$ cat src/rtl/prog_loader.sv
// prog_loader: assembles 12-bit instruction words from three operator-entered
// nibbles (debounced push-button strobe) and writes them into consecutive
// program-memory addresses 0..end_addr.
module prog_loader #(
  parameter int unsigned ADDR_WIDTH      = 4,
  parameter int unsigned DATA_WIDTH      = 12,
  parameter int unsigned DEBOUNCE_CYCLES = 16
) (
  input  logic                  clk,
  input  logic                  reset_count,
  input  logic                  start,
  input  logic                  abort,
  input  logic [ADDR_WIDTH-1:0] end_addr,
  input  logic [3:0]            nibble_in,
  input  logic                  nibble_strobe,
  output logic [ADDR_WIDTH-1:0] wr_addr,
  output logic [DATA_WIDTH-1:0] wr_data,
  output logic                  wr_pulse,
  output logic [1:0]            nib_idx,
  output logic                  busy,
  output logic                  done
);

  // Debounce counter only needs to count up to DEBOUNCE_CYCLES-1.
  localparam int unsigned CNT_W   = (DEBOUNCE_CYCLES > 1) ? $clog2(DEBOUNCE_CYCLES) : 1;
  localparam int unsigned CNT_MAX = (DEBOUNCE_CYCLES > 0) ? DEBOUNCE_CYCLES - 1 : 0;
  localparam int unsigned LAST_NIB = 2;

  typedef enum logic [1:0] {
    IDLE    = 2'd0,
    COLLECT = 2'd1,
    WRITE   = 2'd2,
    DONE    = 2'd3
  } state_t;

  state_t                state;
  logic [1:0]            sync_q;
  logic                  deb_level;
  logic [CNT_W-1:0]      deb_cnt;
  logic                  deb_expire_c;
  logic                  accept_c;
  logic [ADDR_WIDTH-1:0] end_lat;

  // Synchronizer and debouncer for the raw push-button.
  always_ff @(posedge clk or posedge reset_count) begin
    if (reset_count) begin
      sync_q    <= 2'b00;
      deb_level <= 1'b0;
      deb_cnt   <= '0;
    end else begin
      sync_q <= {sync_q[0], nibble_strobe};
      if (sync_q[1] != deb_level) begin
        if (deb_expire_c) begin
          deb_level <= sync_q[1];
          deb_cnt   <= '0;
        end else begin
          deb_cnt <= deb_cnt + CNT_W'(1);
        end
      end else begin
        deb_cnt <= '0;
      end
    end
  end

  // Acceptance fires on the same edge that the debounced level rises.
  always_comb begin
    deb_expire_c = (deb_cnt == CNT_W'(CNT_MAX));
    accept_c     = sync_q[1] & ~deb_level & deb_expire_c;
  end

  // Session FSM; WRITE spends one setup clock (wr_pulse low) then one pulse
  // clock, so address and data are stable the clock before and during the pulse.
  always_ff @(posedge clk or posedge reset_count) begin
    if (reset_count) begin
      state    <= IDLE;
      wr_addr  <= '0;
      wr_data  <= '0;
      wr_pulse <= 1'b0;
      nib_idx  <= 2'd0;
      busy     <= 1'b0;
      done     <= 1'b0;
      end_lat  <= '0;
    end else begin
      wr_pulse <= 1'b0;
      case (state)
        IDLE, DONE: begin
          if (start) begin
            state   <= COLLECT;
            end_lat <= end_addr;
            wr_addr <= '0;
            wr_data <= '0;
            nib_idx <= 2'd0;
            busy    <= 1'b1;
            done    <= 1'b0;
          end
        end

        COLLECT: begin
          if (abort) begin
            state   <= IDLE;
            wr_addr <= '0;
            wr_data <= '0;
            nib_idx <= 2'd0;
            busy    <= 1'b0;
            done    <= 1'b0;
          end else if (accept_c) begin
            case (nib_idx)
              2'd0:    wr_data[DATA_WIDTH-1 -: 4] <= nibble_in;
              2'd1:    wr_data[DATA_WIDTH-5 -: 4] <= nibble_in;
              default: wr_data[DATA_WIDTH-9 -: 4] <= nibble_in;
            endcase
            if (nib_idx >= 2'(LAST_NIB)) begin
              nib_idx <= 2'd0;
              state   <= WRITE;
            end else begin
              nib_idx <= nib_idx + 2'd1;
            end
          end
        end

        WRITE: begin
          if (abort) begin
            state   <= IDLE;
            wr_addr <= '0;
            wr_data <= '0;
            nib_idx <= 2'd0;
            busy    <= 1'b0;
            done    <= 1'b0;
          end else if (!wr_pulse) begin
            wr_pulse <= 1'b1;
          end else if (wr_addr == end_lat) begin
            state <= DONE;
            busy  <= 1'b0;
            done  <= 1'b1;
          end else begin
            wr_addr <= wr_addr + ADDR_WIDTH'(1);
            wr_data <= '0;
            state   <= COLLECT;
          end
        end

        default: begin
          state <= IDLE;
          busy  <= 1'b0;
          done  <= 1'b0;
        end
      endcase
    end
  end

endmodule
$ cat config.mk
export PLATFORM = sky130hd
export DESIGN_NAME = prog_loader
export DESIGN_NICKNAME = d
export VERILOG_FILES = /design/src/rtl/prog_loader.sv
export SDC_FILE = /design/constraint.sdc
export NUM_CORES = 1
export LEC_CHECK = 0
export CAP_MARGIN = 20
export CELL_PAD_IN_SITES_DETAIL_PLACEMENT = 2
export CELL_PAD_IN_SITES_GLOBAL_PLACEMENT = 2
export CORE_MARGIN = 2
export CORE_UTILIZATION = 33
export CTS_CLUSTER_DIAMETER = 30
export DETAILED_ROUTE_END_ITERATION = 8
export HOLD_SLACK_MARGIN = 0.02
export PLACE_DENSITY_LB_ADDON = 0.1
export SETUP_SLACK_MARGIN = 0.4
export SYNTH_ARGS = -nofsm -noshare
export SYNTH_HDL_FRONTEND = slang
export SYNTH_SLANG_ARGS = --single-unit
export TNS_END_PERCENT = 100
$ cat constraint.sdc
create_clock -name clk -period 2.59 [get_ports clk]
set_input_delay 0.777 -clock clk [delete_from_list [all_inputs] [get_ports clk]]
set_output_delay 0.777 -clock clk [all_outputs]
set_load 0.03 [all_outputs]
==> summary.txt <==
Setup path
  – Max stage delay on crit path: 0.68 ns
  – Nature of the critical path endpoint: primary output
  – Crit path cell chain: clkdlybuf4s50_1
  – Critical path launch point type: register
  – Worst path slowest cell: clkdlybuf4s50_1
  – Critical path class: register to primary output
  – Worst path required time: 1.81 ns
  – Critical path arrival: around 1.3 ns
  – Crit path max-delay family: buffers and inverters
  – Crit-path max FO: 3
  – WP buf/inv: 1

Place
  – HPWL after DPL: approximately 3.0 mm
  – Port bufs: 33
  – Placed cells: 222
  – Routability cong.: roughly 0.77

STA
  – Final setup fails: 0
  – Hold slack: 0.368 ns
  – Unrepaired setup endpoints after global routing: no
  – Worst slew margin: 0.663
  – Sum Neg Setup Slack: 0 ns
  – Fin. max-slew vios: 0
  – Final Hold Viols: 0
  – Worst Skew: 0.00862 ns
  – Worst-margin pin slew: approximately 0.5 ns
  – Fin crit share: 0.815
  – Min Clock Period, post-route: 2.11 ns
  – Achievable Freq: between 400 and 500 MHz

Global route
  – GRT busiest layer: met2
  – Antenna violations before repair: 0
  – Largest net degree at the start of global routing: 35
  – Congestion Overflow GR: 0
  – Vias in the first global route: 1366
  – First-pass GRT wire length: 7.13 mm
  – GR Util met3: 0.0425
  – Met2 Use GR: 0.322
  – GRT met1 Usage: 0.212
  – Tot GR Track Use: 0.180

Power and ir drop
  – Static leakage: about 1.1 nW
  – NetSw: 0.000975 W
  – Combinational group share of total power: 0.463
  – Sw Ratio: 0.371
  – Clock network power share: 0.235
  – Cell-internal power: 0.00165 W
  – Power per Cell Area: 1190 mW/mm^2
  – Peak VDD IR: 397 uV
  – Final Power: 0.00263 W
  – Seq pwr share: 0.302

Die
  – DIE HEIGHT: 73.7 um
  – Die area: approximately 0.0054 sq mm
  – # IOs: 34
  – Core ar.: 0.00469 sq mm
  – Die width: approximately 74 um
  – Initial Util: 0.342
  – Cell row count: 25

Routing
  – Antenna Nets Post-Route: 0
  – Number of DRC markers in iteration 0: 43
  – # DRC: 0
  – Vias: 1163
  – 1st-pass router iterations: 4
  – Routed length per placed instance: 18.1 um
  – Drt total wl: 4.16 mm
  – Vias per inst: 5.06

CTS
  – CTS HTree Levels: 2
  – Clock sinks: 34
  – CTS buffer count: 5
  – CTS Root Cell: clkbuf_8
  – Post-CTS setup buffer count: 0
  – Worst-Skew Late Latency: 0.29 ns
  – CTS tree: done
  – Clock buffer depth: 2
  – Reg clk slew, reported paths: roughly 0.080 ns
  – # hold bufs at CTS: 0

Layout
  – Ratio of cells with drive above 1 in the final layout: 0.284
  – Nets: between 150 and 200
  – Layout Utilization: 0.471
  – Layout area overhead: 37.9%
  – Number of fill cells: 481
  – Non-filler instance count after layout: 230
  – Antenna Cells: 0

Synth
  – Synth top area share: 0.531
  – Distinct cells, synth: 32
  – Syn_nets: 146
  – Sequential fraction of the synthesis area: 0.531
  – Netlist Area Pre-Place: 0.00160 sq mm
  – Seq cells post-synth: 34
  – Yosys warnings: 0
  – Syn_area_per_cell: 12.5 sq um
  – Most area-consuming cells after synthesis: dfrtp_1 (53%), mux2_2 (12%), ha_1 (3.9%)
  – Area leader, netlist: dfrtp_1
  – Synthesized instance count: 128

Status
  – Status: completed

Flow run
  – Total of max-cap violations: 0

Worst hold path
  – Hold WC Path Type: register to register
-- routing by layer --
layer | part of all wire | vias to the layer above | wire [um]
met5 | 0 | - | 0
met1 | 0.41 | 590 | 1700
met4 | 0.0086 | 0 | 36
met2 | 0.55 | 31 | 2280
li1 | - | 538 | -
met3 | 0.033 | 4 | 137
-- final timing paths --
check | depth (start not counted) | to | slack (ns) | from
min | 0 | sync_q[1]$_DFF_PP0_ | 0.37 | sync_q[0]$_DFF_PP0_
min reg2reg | 0 | sync_q[1]$_DFF_PP0_ | 0.37 | sync_q[0]$_DFF_PP0_
max reg2reg | 7 | wr_data[8]$_DFFE_PP0P_ | 0.55 | state[0]$_DFFE_PP0P_
max | 1 | wr_pulse | 0.48 | wr_pulse$_DFF_PP0_
min in group asynchronous | 3 | sync_q[0]$_DFF_PP0_ | 0.89 | reset_count
max in group asynchronous | 3 | wr_data[7]$_DFFE_PP0P_ | 1.38 | reset_count
-- layout by cell type (no fill, tap or decap), drive strengths merged, types with 3 or more instances in the layout --
master	n
a21oi	5
and2	4
and3	3
buf	8
clkbuf	6
clkdlybuf4s50	26
dfrtp	34
dlygate4sd2	6
ha	5
inv	7
mux2	21
nand2	5
nand2b	3
nand3	3
nor2	7
nor2b	4
nor3	4
nor4	3
o21ai	5
xor2	4
-- registers in the layout (all words and copies together) (netlist names) --
register / flops
sync_q: 2
wr_pulse: 1
deb_cnt: 4
done: 1
deb_level: 1
end_lat: 4
nib_idx: 2
wr_data: 12
busy: 1
wr_addr: 4
state: 2
-- through the flow --
step	setup slack, ns	area [sq um]
finish	0.479	2210
global route	0.419	2210
CTS	0.403	2200
detailed placement	-0.0450	2050
global placement	0.0445	2050
floorplan	0.625	1600
-- Yosys cell counts --
master	instances
a21oi_1	4
buf_6	1
and2b_1	1
xor2_1	4
nor2_1	7
mux2i_1	1
a21o_1	2
nand2_1	4
mux2_4	4
nand2_4	1
nor3_1	3
a311oi_1	1
xnor2_1	1
a22o_2	1
dfrtp_1	34
inv_1	7
nand2b_1	3
nor2b_1	4
nand4_1	1
ha_1	5
and3_1	2
nor4_4	2
a31o_2	1
nor4_1	1
o21ai_0	5
a21oi_2	1
nor3_2	1
a31oi_1	1
mux2_2	17
and2_1	4
nand3_1	3
and3_2	1
-- repair_timing --
action,CTS,global route
endpoints found under the setup margin,19,4
gates cloned,0,0
pin swaps,1,0
gates resized for setup,11,3
-- worst reg2reg max path: cells and delay by family, from the launching register on --
family / cells / cell delay, ns
flip-flops: 1 / 0.36
buffers and inverters: 2 / 0.22
multiplexers: 1 / 0.31
AND/OR/NAND/NOR: 3 / 0.66
adder cells (fa/ha/maj): 1 / 0.38
-- area by class of cell --
class | count | area (sq um) | area share
sequential | 34 | 851 | 0.385
multi-input combinational | 86 | 737 | 0.334
timing repair buffer | 41 | 385 | 0.174
clock buffer | 6 | 82.6 | 0.0374
tap | 54 | 67.6 | 0.0306
clock inverter | 2 | 60.1 | 0.0272
inverter | 7 | 26.3 | 0.0119
-- power by group through the flow --
stage | combinational [W] | clock, W | sequential, W
detailed placement | 0.00120 | 0 | 0.000809
global placement | 0.00115 | 0 | 0.000794
global route | 0.00132 | 0.000658 | 0.000820
CTS | 0.00123 | 0.000632 | 0.000799
floorplan | 0.000565 | 0 | 0.000990
finish | 0.00122 | 0.000617 | 0.000795
-- kinds of logic after synthesis --
group / after synthesis / share of synthesized area
AO/OA/AOI/OAI: 16 / 0.0640
XOR/XNOR: 5 / 0.0273
adder cells (fa/ha/maj): 5 / 0.0390
buffers and inverters: 8 / 0.0234
flip-flops: 34 / 0.531
multiplexers: 22 / 0.163
AND/OR/NAND/NOR: 38 / 0.152
No activity file was read; power rests on OpenSTA's default activity.
